## config.mk

```make
export PLATFORM = sky130hd
export DESIGN_NAME = lsls_seq
export DESIGN_NICKNAME = d
export VERILOG_FILES = /design/src/rtl/lsls_seq.sv
export SDC_FILE = /design/constraint.sdc
export NUM_CORES = 1
export LEC_CHECK = 0
export ABC_AREA = 1
export BUFFER_PORTS_ARGS = -buffer_cell sky130_fd_sc_hd__clkbuf_2
export CAP_MARGIN = 0
export CORE_UTILIZATION = 40
export DETAILED_ROUTE_END_ITERATION = 10
export GPL_TIMING_DRIVEN = 0
export HOLD_SLACK_MARGIN = 0.08
export PLACE_DENSITY = 0.65
export SLEW_MARGIN = 5
export SYNTH_ARGS = -nofsm -noshare
export SYNTH_HDL_FRONTEND = slang
export SYNTH_SLANG_ARGS = --single-unit
```

## constraint.sdc

```tcl
create_clock -name clk -period 2.35 [get_ports clk]
set_clock_uncertainty 0.05 [all_clocks]
set_input_delay 0.235 -clock clk [delete_from_list [all_inputs] [get_ports clk]]
set_output_delay 0.235 -clock clk [all_outputs]
set_load 0.02 [all_outputs]
```

## src/rtl/lsls_seq.sv

```systemverilog
// lsls_seq: sequential logical left shifter with carry-out.
//
// One conditional power-of-two shift stage is applied per clock, largest
// stage first, so every operation takes exactly SHW RUN cycles regardless
// of the shift amount. A start/busy/done handshake lets the controller
// issue a new operation in the DONE cycle for back-to-back throughput.
//
// Ports:
//   clk     - clock, rising edge
//   rst     - synchronous active-high reset
//   start   - request a shift (sampled only when not busy)
//   num     - operand, captured on an accepted start
//   shifts  - shift amount 0..WIDTH-1, captured on an accepted start
//   busy    - high while the shift is running
//   done    - one-cycle pulse when shifted/c_out carry a new result
//   shifted - num << shifts, zero-filled
//   c_out   - last bit shifted out of the MSB end (0 when shifts == 0)

module lsls_seq #(
    parameter int unsigned WIDTH = 32,
    localparam int unsigned SHW = $clog2(WIDTH)
) (
    input  logic             clk,
    input  logic             rst,
    input  logic             start,
    input  logic [WIDTH-1:0] num,
    input  logic [SHW-1:0]   shifts,
    output logic             busy,
    output logic             done,
    output logic [WIDTH-1:0] shifted,
    output logic             c_out
);

    typedef enum logic [1:0] {StIdle, StRun, StDone} state_e;

    state_e           state_q;
    logic [WIDTH-1:0] data_q;
    logic [SHW-1:0]   amt_q;
    logic [SHW-1:0]   stage_q;
    logic             carry_q;

    logic [SHW:0]       step;
    logic [2*WIDTH-1:0] wide;
    logic [WIDTH-1:0]   data_nxt;
    logic               carry_nxt;

    // Shifting a double-width copy leaves the last bit pushed out of the
    // MSB end at position WIDTH, i.e. data_q[WIDTH-step].
    always_comb begin
        step      = {{SHW{1'b0}}, 1'b1} << stage_q;
        wide      = {{WIDTH{1'b0}}, data_q} << step;
        data_nxt  = data_q;
        carry_nxt = carry_q;
        if (amt_q[stage_q]) begin
            data_nxt  = wide[WIDTH-1:0];
            carry_nxt = wide[WIDTH];
        end
    end

    always_ff @(posedge clk) begin
        if (rst) begin
            state_q <= StIdle;
            data_q  <= '0;
            amt_q   <= '0;
            stage_q <= '0;
            carry_q <= 1'b0;
            busy    <= 1'b0;
            done    <= 1'b0;
            shifted <= '0;
            c_out   <= 1'b0;
        end else begin
            case (state_q)
                StIdle, StDone: begin
                    done <= 1'b0;
                    if (start) begin
                        data_q  <= num;
                        amt_q   <= shifts;
                        stage_q <= SHW'(SHW - 1);
                        carry_q <= 1'b0;
                        busy    <= 1'b1;
                        state_q <= StRun;
                    end else begin
                        state_q <= StIdle;
                    end
                end
                StRun: begin
                    data_q  <= data_nxt;
                    carry_q <= carry_nxt;
                    if (stage_q == '0) begin
                        // Results are published only here, so they stay
                        // stable through IDLE and the following RUN.
                        shifted <= data_nxt;
                        c_out   <= carry_nxt;
                        busy    <= 1'b0;
                        done    <= 1'b1;
                        state_q <= StDone;
                    end else begin
                        stage_q <= stage_q - 1'b1;
                    end
                end
                default: begin
                    busy    <= 1'b0;
                    done    <= 1'b0;
                    state_q <= StIdle;
                end
            endcase
        end
    end

endmodule

```

==> impl_metrics.json <==
{
  "status": "finished clean",
  "drt-total-wl_mm": 22.5,
  "wire_per_inst_um": 18.7,
  "tightest_slew_ps": 697,
  "cts.sinks": 80,
  "start_util_pct": 41.4,
  "cts_buffers": 9,
  "antenna_left": 0,
  "critPathRequiredTime_ps": 2550,
  "syn2layout_area_growth_pct": 19.2,
  "layout.nets": 1064,
  "synthCells": 932,
  "yosys_warnings": 0,
  "synth_top_area_cell": "dfxtp_1",
  "synthesis.area_um2": 5530,
  "multi_input_area_um2": 3430,
  "clkTransAtPathRegs_ps": 60,
  "drt-initial-drc-count": 754,
  "grt_overflow_total": 0,
  "setup_ws_ps": 63.2,
  "io_pins": 75,
  "avgSynthCellArea_um2": 5.94,
  "drv_slew": 0,
  "synth-seq-area-share_pct": 29.0,
  "holdWs_ps": 76.0,
  "cap_violations": 0,
  "startpoint_type": "flip-flop",
  "clk_latency_ps": 360,
  "syn_nets": 974,
  "cts_tree": "built",
  "seq_area_um2": 1610,
  "slew-limit-headroom_pct": 53.6,
  "final_cell_mix": "297 x nand2_1, 129 x nand3_1, 90 x nor2_1, 77 x dfxtp_1, 75 x clkbuf_2",
  "fillers": 1468,
  "worst_r2r_path_depth": 11,
  "drive_above_1_share_pct": 17.1,
  "die_x_um": 120,
  "finalHoldViolCount": 0,
  "io_buffers": 73,
  "place_hpwl_mm": 17.1,
  "ys_ff_latch": 80,
  "die-area_um2": 14300,
  "core_area_um2": 13300,
  "drcViolationCount": 0,
  "tns_ps": 0,
  "clockBufferDepth": 2,
  "cts_root_buf": "clkbuf_16",
  "place_congestion": 1.01,
  "critPathMaxFanout": 10,
  "place_ws_ps": -80.2,
  "p_leak_nw": 3.26,
  "period_minus_slack_ps": 2290,
  "setup_viol": 0,
  "antenna_cells": 0,
  "cts-htree-levels": 3,
  "fin_crit_sh_pct": 97.3,
  "grt_use_total_pct": 31.6,
  "power_density_nw_per_um2": 853,
  "final_common_cell": "nand2_1",
  "first_pass_iters": 5,
  "dieHeight_um": 120,
  "grt_antenna_before_repair": 0,
  "hold_depth": 3,
  "synth_top_area_share_pct": 29.0,
  "grt_max_degree": 14,
  "ir_worst_vdd_v": 0.000466,
  "grt_first_pass_wirelength_mm": 33.8,
  "fmax_mhz": 437,
  "hold_path_class": "input port to flip-flop",
  "vias": 6554,
  "critPathArrivalTime_ps": 2490,
  "viasPerCell": 5.45,
  "critPathKind": "flip-flop to flip-flop",
  "rows": 42,
  "yosys-top-cells-area": "dfxtp_1 29%, nand2_1 20%, nand3_1 12%",
  "rsz0062_at_grt": "yes",
  "endpoint_kind": "flip-flop",
  "ys_types": 42,
  "grt_pass1_vias": 5797
}
[kinds of logic after synthesis]
family                   synth area share [%]
AND/OR/NAND/NOR                          44.2
multiplexers                            0.181
AO/OA/AOI/OAI                            14.9
buffers and inverters                    11.2
flip-flops                               29.0
adder cells (fa/ha/maj)                 0.452
XOR/XNOR                                0.158
[routing by layer]
metal	GRT usage [%]	share of wire [%]	vias to the layer above
met4	12.3	2.6	0
li1	-	-	3219
met3	4.94	8.0	40
met1	44.5	46	3009
met5	0	0	-
met2	48.1	43	286
[cell usage after synthesis (all sizes together)]
master / n
nor3b: 1
a22oi: 1
a21o: 2
xor2: 1
o22ai: 5
dfxtp: 80
nand2: 301
a21oi: 15
inv: 84
and2: 2
clkbuf: 27
nor3: 2
ha: 2
or2: 2
o211ai: 12
nor2: 97
a31oi: 1
a32oi: 2
o21ai: 102
mux2i: 1
nand3: 134
buf: 29
a211oi: 1
nand4: 23
o21bai: 3
clkinv: 2
[layout make-up]
class / count / share of cell area (%)
Multi-Input combinational cell: 711 / 52.0
Sequential cell: 80 / 24.3
Timing Repair Buffer: 78 / 6.15
Inverter: 86 / 5.01
Buffer: 56 / 4.67
Clock buffer: 13 / 4.10
Tap cell: 176 / 3.34
Clock inverter: 3 / 0.361
[critical path: stages, from the launching register on]
cell and delay (ps):
dfxtp_2 360, inv_2 150, nand3_4 160, nor2_8 210, inv_4 100, clkbuf_4 240
o21ai_2 230, nand4_1 160, nand3_1 170, nand3_1 160, nor2_1 130, nor2_1 50
[sequential cells by signal (all words and copies together) (netlist names)]
name,count
data_q,32
amt_q,5
carry_q,1
done,1
busy,1
c_out,1
stage_q,5
state_q,2
shifted,32
[repair_timing]
item / CTS / global route
pin swaps: 0 / 4
resized for setup: 6 / 40
endpoints found under the setup margin: 16 / 43
endpoints found under the hold margin: 1 / 0
hold buffers: 1 / 0
gates cloned: 0 / 1
buffers inserted: 0 / 4
[where the power goes]
part / switching, mW / total [mW] / internal, mW
Clock: 0.605 / 1.41 / 0.807
Sequential: 0.115 / 1.63 / 1.51
Combinational: 1.81 / 2.58 / 0.778
[per-stage QoR]
stage                     std cells  utilization [%]  area [um^2]  power (mW)
after global routing           1203             49.4         6590        5.89
final                          1203             49.4         6590        5.62
after CTS                      1198             48.3         6440        5.43
after floorplan                 932                -         5530        3.26
after global placement         1181             45.8         6120        4.03
after detailed placement       1181             45.8         6120        4.01
[worst paths after layout]
check,start,endpoint,slack (ps)
worst min register to register,done,done,410
worst max register to register,stage_q[1],shifted[31],60
worst max-delay path,stage_q[1],shifted[31],60
worst min-delay path,num[30],data_q[30],80
No activity file was read; power rests on OpenSTA's default activity.
